$ cat config.mk
export PLATFORM = sky130hd
export DESIGN_NAME = mac_feeder
export DESIGN_NICKNAME = d
export VERILOG_FILES = /design/src/rtl/mac_pkg.sv /design/src/rtl/feed_hold_stage.sv /design/src/rtl/mac_feeder.sv
export SDC_FILE = /design/constraint.sdc
export NUM_CORES = 1
export LEC_CHECK = 0
export CORE_MARGIN = 10
export CORE_UTILIZATION = 48
export DETAILED_ROUTE_END_ITERATION = 8
export PLACE_DENSITY = 0.85
export SLEW_MARGIN = 20
export SYNTH_ARGS = -nofsm -noshare
export SYNTH_HDL_FRONTEND = slang
export SYNTH_SLANG_ARGS = --single-unit
$ cat constraint.sdc
create_clock -name clk_i -period 3.9 [get_ports clk_i]
set_input_delay 0.975 -clock clk_i [delete_from_list [all_inputs] [get_ports clk_i]]
set_output_delay 0.975 -clock clk_i [all_outputs]
set_load 0.01 [all_outputs]
$ cat src/rtl/mac_pkg.sv
// Shared definitions for the MAC feeder: FSM encoding and default sizing constants.
package mac_pkg;
   localparam int DATA_WIDTH_DEF = 32;
   localparam int ADDR_LINES_DEF = 4;
   localparam int MAX_TAPS       = 2**ADDR_LINES_DEF;

   typedef enum logic [1:0] {IDLE, LOAD, STREAM, DRAIN} feed_state_t;
endpackage

$ cat src/rtl/feed_hold_stage.sv
// One-entry hold register between an upstream valid/ready stream and a FIFO write port.
module feed_hold_stage
   import mac_pkg::*;
#(
   parameter int DATA_WIDTH = DATA_WIDTH_DEF
) (
   input  logic                  clk,
   input  logic                  rstn,
   input  logic                  clr,
   input  logic                  en,
   input  logic [DATA_WIDTH-1:0] in_data,
   input  logic                  in_valid,
   output logic                  ready,
   output logic                  wr,
   output logic [DATA_WIDTH-1:0] out_data,
   input  logic                  full,
   output logic                  occupied
);
   logic                  hold_v;
   logic [DATA_WIDTH-1:0] hold_d;

   // A held word leaves whenever the FIFO has room, so a new word can enter the same cycle.
   assign wr       = hold_v & ~full;
   assign ready    = en & (~hold_v | ~full);
   assign out_data = hold_d;
   assign occupied = hold_v;

   always_ff @(posedge clk or negedge rstn) begin
      if (!rstn) begin
         hold_v <= 1'b0;
         hold_d <= '0;
      end else if (clr) begin
         hold_v <= 1'b0;
      end else if (in_valid && ready) begin
         hold_v <= 1'b1;
         hold_d <= in_data;
      end else if (wr) begin
         hold_v <= 1'b0;
      end
   end
endmodule

$ cat src/rtl/mac_feeder.sv
// MAC front end: loads a run-time number of coefficients, then streams samples into the signal FIFO.
module mac_feeder
   import mac_pkg::*;
#(
   parameter int DATA_WIDTH = DATA_WIDTH_DEF,
   parameter int ADDR_LINES = ADDR_LINES_DEF,
   parameter int CNT_WIDTH  = 16
) (
   input  logic                  clk_i,
   input  logic                  rstn_i,
   input  logic                  start_i,
   input  logic [ADDR_LINES:0]   taps_i,
   input  logic                  stop_i,
   input  logic                  flush_i,
   input  logic [DATA_WIDTH-1:0] coeff_data_i,
   input  logic                  coeff_valid_i,
   output logic                  coeff_ready_o,
   input  logic [DATA_WIDTH-1:0] sig_data_i,
   input  logic                  sig_valid_i,
   output logic                  sig_ready_o,
   output logic [DATA_WIDTH-1:0] coeff_fifo_o,
   output logic                  coeff_wr_o,
   input  logic                  full_adder_i,
   output logic [DATA_WIDTH-1:0] signal_fifo_o,
   output logic                  signal_wr_o,
   input  logic                  full_mul_i,
   output logic                  busy_o,
   output logic                  coeff_loaded_o,
   output logic [CNT_WIDTH-1:0]  sample_cnt_o,
   output logic                  err_o
);
   localparam logic [ADDR_LINES:0] TAPS_MAX = (ADDR_LINES+1)'(2**ADDR_LINES);

   feed_state_t           state;
   logic [ADDR_LINES:0]   taps_q;
   logic [ADDR_LINES:0]   acc_cnt;
   logic [ADDR_LINES:0]   wr_cnt;
   logic                  coeff_en;
   logic                  sig_en;
   logic                  coeff_occ;
   logic                  sig_occ;
   logic                  taps_ok;

   assign taps_ok  = (taps_i != '0) && (taps_i <= TAPS_MAX);
   // Flush wins over everything, so neither path accepts in the flush cycle.
   assign coeff_en = (state == LOAD) && (acc_cnt < taps_q) && !flush_i;
   assign sig_en   = (state == STREAM) && !flush_i;

   feed_hold_stage #(.DATA_WIDTH(DATA_WIDTH)) u_coeff_hold (
      .clk      (clk_i),
      .rstn     (rstn_i),
      .clr      (flush_i),
      .en       (coeff_en),
      .in_data  (coeff_data_i),
      .in_valid (coeff_valid_i),
      .ready    (coeff_ready_o),
      .wr       (coeff_wr_o),
      .out_data (coeff_fifo_o),
      .full     (full_adder_i),
      .occupied (coeff_occ)
   );

   feed_hold_stage #(.DATA_WIDTH(DATA_WIDTH)) u_sig_hold (
      .clk      (clk_i),
      .rstn     (rstn_i),
      .clr      (flush_i),
      .en       (sig_en),
      .in_data  (sig_data_i),
      .in_valid (sig_valid_i),
      .ready    (sig_ready_o),
      .wr       (signal_wr_o),
      .out_data (signal_fifo_o),
      .full     (full_mul_i),
      .occupied (sig_occ)
   );

   always_ff @(posedge clk_i or negedge rstn_i) begin
      if (!rstn_i) begin
         state          <= IDLE;
         busy_o         <= 1'b0;
         taps_q         <= '0;
         acc_cnt        <= '0;
         wr_cnt         <= '0;
         coeff_loaded_o <= 1'b0;
         sample_cnt_o   <= '0;
         err_o          <= 1'b0;
      end else if (flush_i) begin
         state          <= IDLE;
         busy_o         <= 1'b0;
         coeff_loaded_o <= 1'b0;
         sample_cnt_o   <= '0;
      end else begin
         if (signal_wr_o) sample_cnt_o <= sample_cnt_o + 1'b1;
         case (state)
            IDLE: begin
               if (start_i) begin
                  sample_cnt_o <= '0;
                  if (taps_ok) begin
                     state          <= LOAD;
                     busy_o         <= 1'b1;
                     taps_q         <= taps_i;
                     acc_cnt        <= '0;
                     wr_cnt         <= '0;
                     coeff_loaded_o <= 1'b0;
                     err_o          <= 1'b0;
                  end else begin
                     err_o <= 1'b1;
                  end
               end
            end
            LOAD: begin
               if (coeff_valid_i && coeff_ready_o) acc_cnt <= acc_cnt + 1'b1;
               if (coeff_wr_o) begin
                  wr_cnt <= wr_cnt + 1'b1;
                  if (wr_cnt == taps_q - 1'b1) begin
                     state          <= STREAM;
                     coeff_loaded_o <= 1'b1;
                  end
               end
            end
            STREAM: begin
               if (stop_i) state <= DRAIN;
            end
            DRAIN: begin
               if (!sig_occ && !coeff_occ) begin
                  state  <= IDLE;
                  busy_o <= 1'b0;
               end
            end
            default: begin
               state  <= IDLE;
               busy_o <= 1'b0;
            end
         endcase
      end
   end
endmodule

# Yosys cells after proc, flatten, opt, wreduce, memory -nomap -nowiden

Index checks and enable logic that the tools add are counted.

Flip-flop bits (word level): 102
Logic and storage cells: 105

Add/sub/neg operators: 4
Magnitude comparators: 2
Equal/unequal tests: 14
Muxes and demuxes: 36
Bitwise gates (word level): 11
Reductions and logical operators: 26

Operators with widths:

| kind                                             | count |
|---|---|
| two-way mux 16 bit                               | 4 |
| two-way mux 5 bit                                | 4 |
| case mux 5 bit (2 select lines)                  | 2 |
| adder 16 x 1 -> 16 bit, second input constant    | 1 |
| two-way mux 1 bit                                | 16 |
| inequality test 3 bit, second input constant     | 5 |
| AND reduction 5 bit                              | 3 |
| two-way mux 2 bit                                | 7 |
| nonzero test 3 bit                               | 4 |
| adder 5 x 1 -> 5 bit, second input constant      | 2 |
| case mux 2 bit (4 select lines)                  | 1 |
| AND reduction 4 bit                              | 2 |
| logical AND 1 bit                                | 7 |
| inequality test 2 bit, second input constant     | 3 |
| AND reduction 6 bit                              | 1 |
| == test 5 bit                                    | 1 |
| <= comparator 5 bit, second input constant       | 1 |
| less-than comparator 5 bit                       | 1 |
| NOT 1 bit                                        | 5 |
| nonzero test 5 bit                               | 1 |
| subtractor 5 x 1 -> 5 bit, second input constant | 1 |
| AND 1 bit                                        | 4 |
| == test 2 bit, second input constant             | 2 |
| case mux 1 bit (2 select lines)                  | 2 |
| other kinds (9)                                  | 13 |

# Longest topological paths before layout

Depth after elaboration: 7
Mapped depth: 9

# Hierarchy

From an unflattened synthesis, not the netlist that was laid out.

Cells, all modules: 357
Area total of the unflattened synthesis: 4814.6 sq um

By module, submodules not included:

| module          | instances | cells an instance | area each (sq um) |
|---|---|---|---|
| feed_hold_stage | 2         | 73                | 1375.1 |
| mac_feeder      | 1         | 211               | 2064.5 |

# Worst setup path before layout

No wires, ideal clock.

Path type: input-to-reg
Start: in taps_i[1]
End: reg state[1]
Arrival: 2387 ps
Data required time: 3769 ps
Setup slack: 1381 ps
Stages: 6
Buffers on the path: 0
Path through: nor4_4 > xnor2_2 > a21boi_2 > a2111oi_2 > mux2i_1 > nor2_1

Longest elaborated chain between the ends: 4
Elaborated cells between the ends (all ways): 5

RTL lines:

| item                                                      | RTL line         | source |
|---|---|---|
| from (decl)                                               | mac_feeder.sv:12 | `input logic [ADDR_LINES:0] taps_i,` |
| <= comparator 5 bit or nonzero test 5 bit (tied branches) | mac_feeder.sv:44 | `assign taps_ok = (taps_i != '0) && (taps_i <= TAPS_MAX);` |
| logical AND 1 bit *                                       | mac_feeder.sv:44 |  |
| inequality test 3 bit (no source line) *                  | --               |  |
| AND reduction 6 bit (no source line) *                    | --               |  |
| to (signal assigned)                                      | mac_feeder.sv:79 | `state <= IDLE;` |
| to (signal assigned)                                      | mac_feeder.sv:88 | `state <= IDLE;` |
| to (signal assigned)                                      | mac_feeder.sv:99 | `state <= LOAD;` |
| to (decl)                                                 | mac_feeder.sv:34 | `feed_state_t state;` |

Mark *: on every way between the ends. The rest lies on a longest branch, timed or not.
A chain may end at the register's enable or synchronous reset.

# Worst setup path in the final report

Start: in flush_i
End: out coeff_ready_o

Longest elaborated chain between the ends: 3

RTL lines:

| item              | RTL line              | source |
|---|---|---|
| from (decl)       | mac_feeder.sv:14      | `input logic flush_i,` |
| zero test 1 bit   | mac_feeder.sv:46      | `assign coeff_en = (state == LOAD) && (acc_cnt < taps_q) && !flush_i;` |
| logical AND 1 bit | mac_feeder.sv:46      |  |
| AND 1 bit         | feed_hold_stage.sv:24 | `assign ready = en & (~hold_v \| ~full);` |
| to (decl)         | mac_feeder.sv:17      | `output logic coeff_ready_o,` |

No other way between the ends.

==> metrics.yaml <==
power_and_ir_drop:
  switching_share: 0.332
  p_sw_mw: 1.36
  power_density_nw_per_um2: 621
  p_leak_nw: 2.89
  peakVddDrop_mv: 0.401
  p_comb_frac: 0.422
  power_frac_seq: 0.402
  p_clk_frac: 0.176
  intPower_mw: 2.74
critical_path:
  cp.depth: 6
  slowest_delay_ps: 570
  critical-path-top-delay-family: "buffers and inverters"
  critPathKind: "input pin to primary output"
  crit_fanout: 2
  path_cells: "clkdlybuf4s50_1 > a21oi_1 > and4b_1 > inv_1 > a31oi_1 > clkdlybuf4s50_1"
  worstReg2RegEnd: "u_coeff_hold.out_data[26]"
  crit_path_end_kind: "primary output"
  endpoint: "coeff_ready_o"
  r2r_start: "taps_q[4]"
  worstPathArrival_ps: 2580
  crit_start: "flush_i"
  critical_path.most_common_cell: "clkdlybuf4s50_1"
  cp_num_buf_inv: 3
  crit_path_start_kind: "input pin"
  r2r_slack_ps: 1290
  crit_slowest_cell: "clkdlybuf4s50_1"
  cp.required_ps: 2920
  reg2reg_depth: 8
cells_and_area:
  drive_above_1_share: 0.178
  layout.nets: 623
  multi_input_area_um2: 1940
  fillCellCount: 675
  regArea_um2: 2550
  antenna_cells: 0
  area_delta_synth_final_pct: 44.0
clock_tree:
  cts_buffers: 9
  cts-hold-fix-buffers: 0
  cts.sinks: 102
  cts_resized: 0
  tritoncts: "done"
  cts_root_buf: "clkbuf_8"
  cts.clk_slew.worst_paths_ps: 110
  htreeDepth: 3
  clk_latency_ps: 370
  post_cts_buffers: 0
  cts_buffer_depth: 2
drt:
  drcViolationCount: 0
  routed_wl_mm: 11.9
  via_count: 3488
  dr.first_iter.drc_count: 136
  detail-route-antenna-nets: 0
  wl_per_cell_um: 17.9
  via_per_inst: 5.23
  dr.pass1.iters: 4
synthesis:
  async_flop_share: 1.00
  syn-num-nets: 456
  synthFlopType: "dfrtp_1"
  syn_area_per_cell_um2: 12.5
  synth_area_um2: 4580
  synth_seq_cells: 102
  synth.area.top_cells: "dfrtp_1 56%, mux2_2 17%, ha_1 3.3%"
  yosysTopAreaCell: "dfrtp_1"
  yosysSeqAreaShare: 0.557
  synth_top_cell_area_share: 0.557
  syn_inst: 366
  synthTopCellsByCount: "102 x dfrtp_1, 68 x mux2_2, 25 x nor2_1"
  synth_cell_types: 49
  synth_warnings: 0
  synth-edff-count: 0
  yosysMostFrequentCell: "dfrtp_1"
global_route:
  grt_pass1_vias: 3755
  antenna_found_initial: 0
  track_usage: 0.173
  grt_max_degree: 57
  overflow: 0
  grt_pass1_wl_mm: 19.6
floorplanning:
  die_y_um: 118
  core-area_um2: 9280
  die-area_um2: 13900
  fp-row-count: 35
  start_util: 0.494
  io_pins: 165
  die_w_um: 118
sta:
  hold_viol_final: 0
  finalClockSkew_ps: 12.3
  setup_viol: 0
  slew_viol_final: 0
  tightestPinTransition_ps: 699
  finalWorstSetupSlack_ps: 348
  setup-tns-final_ps: 0
  timing.final.crit_share: 0.911
  finalCriticalPeriod_ps: 3550
  max_freq_ghz: 0.282
  slew_headroom: 0.534
  grt_setup_unrepaired: "no"
place:
  hpwl_mm: 9.28
  io_buffers: 164
  pre_cts_ws_ps: 362
  place_congestion: 0.813
worst_hold_path:
  hp-class: "flip-flop to flip-flop"
outcome:
  status: "finished, final reports clean"
job:
  maxCapViolCount: 0
-- sequential cells by signal (all words and copies together), names as in the netlist --
register / flops
acc_cnt: 5
busy_o: 1
coeff_loaded_o: 1
err_o: 1
sample_cnt_o: 16
state: 2
taps_q: 5
u_coeff_hold.occupied: 1
u_coeff_hold.out_data: 32
u_sig_hold.occupied: 1
u_sig_hold.out_data: 32
wr_cnt: 5
-- per-layer routing --
metal | track usage | routed length [um]
met1 | 0.180 | 4400
met4 | 0.0371 | 95
met5 | 0 | 0
met3 | 0.0921 | 1340
met2 | 0.300 | 6100
-- area by class of cell --
class	instances	share of cell area
Tap cell	129	0.0245
Inverter	12	0.00683
Sequential cell	102	0.387
Timing Repair Buffer	169	0.256
Clock inverter	7	0.0138
Clock buffer	9	0.0188
Multi-Input combinational cell	239	0.293
-- worst register-to-register path, cell delays in order, from the launching register on --
cell and delay [ps]:
dfrtp_1 440, inv_1 80, ha_1 370, a21oi_1 160, and4b_1 240, nand2_1 100, a31oi_4 280, buf_4 440
mux2_2 400
-- cell usage in the layout, fill, tap and decap left out, drive strengths merged, types with 3 or more instances in the layout --
cell and count:
a21o 4, a21oi 11, and3 3, buf 6, clkbuf 9, clkdlybuf4s50 163
dfrtp 102, ha 12, inv 16, mux2 69, nand2 18, nand2b 3
nand3 6, nand4 7, nor2 25, nor2b 4, nor3 6, nor4 3
o21a 3, o21ai 12, or3 6, xnor2 8, xor2 13
-- worst min path at each step --
stage                            startpoint                       to  slack [ps]  cells after the start
finish              u_sig_hold.out_data[12]  u_sig_hold.out_data[12]         520                      1
CTS                  u_sig_hold.out_data[6]   u_sig_hold.out_data[6]         520                      1
detailed placement   u_sig_hold.out_data[6]   u_sig_hold.out_data[6]         490                      1
floorplan                         taps_q[1]                taps_q[1]         500                      1
global route         u_sig_hold.out_data[6]   u_sig_hold.out_data[6]         530                      1
global placement                      err_o                    err_o         480                      1
-- through the flow --
| stage | instance area, um^2 | power [mW] | instances | utilization | hold WS [ps] |
|---|---|---|---|---|---|
| after global placement | 6380 | 3.34 | 651 | 0.688 | 480 |
| after global routing | 6600 | 4.35 | 667 | 0.711 | 529 |
| after CTS | 6600 | 4.14 | 667 | 0.711 | 520 |
| after floorplan | 4580 | 2.45 | 366 | - | 504 |
| after detailed placement | 6380 | 3.41 | 651 | 0.688 | 493 |
| final | 6600 | 4.09 | 667 | 0.711 | 516 |
-- power by group through the flow --
stage               registers (mW)  logic, mW  clock network (mW)
detailed placement            1.67       1.74                   0
finish                        1.65       1.73               0.722
floorplan                     1.77      0.682                   0
CTS                           1.65       1.76               0.739
global route                  1.70       1.87               0.787
global placement              1.64       1.70                   0
-- logic make-up (layout without fill, tap and decap cells) --
group           after synthesis  after routing  share of synthesized area
simple gates                 88             88                      0.101
fa+ha+maj                    12             12                     0.0328
buf+inv                      25            197                     0.0227
mux                          71             71                      0.174
flops                       102            102                      0.557
compound gates               47             47                     0.0713
xor+xnor                     21             21                     0.0418
Note: power is estimated with default switching activity, not from simulation.
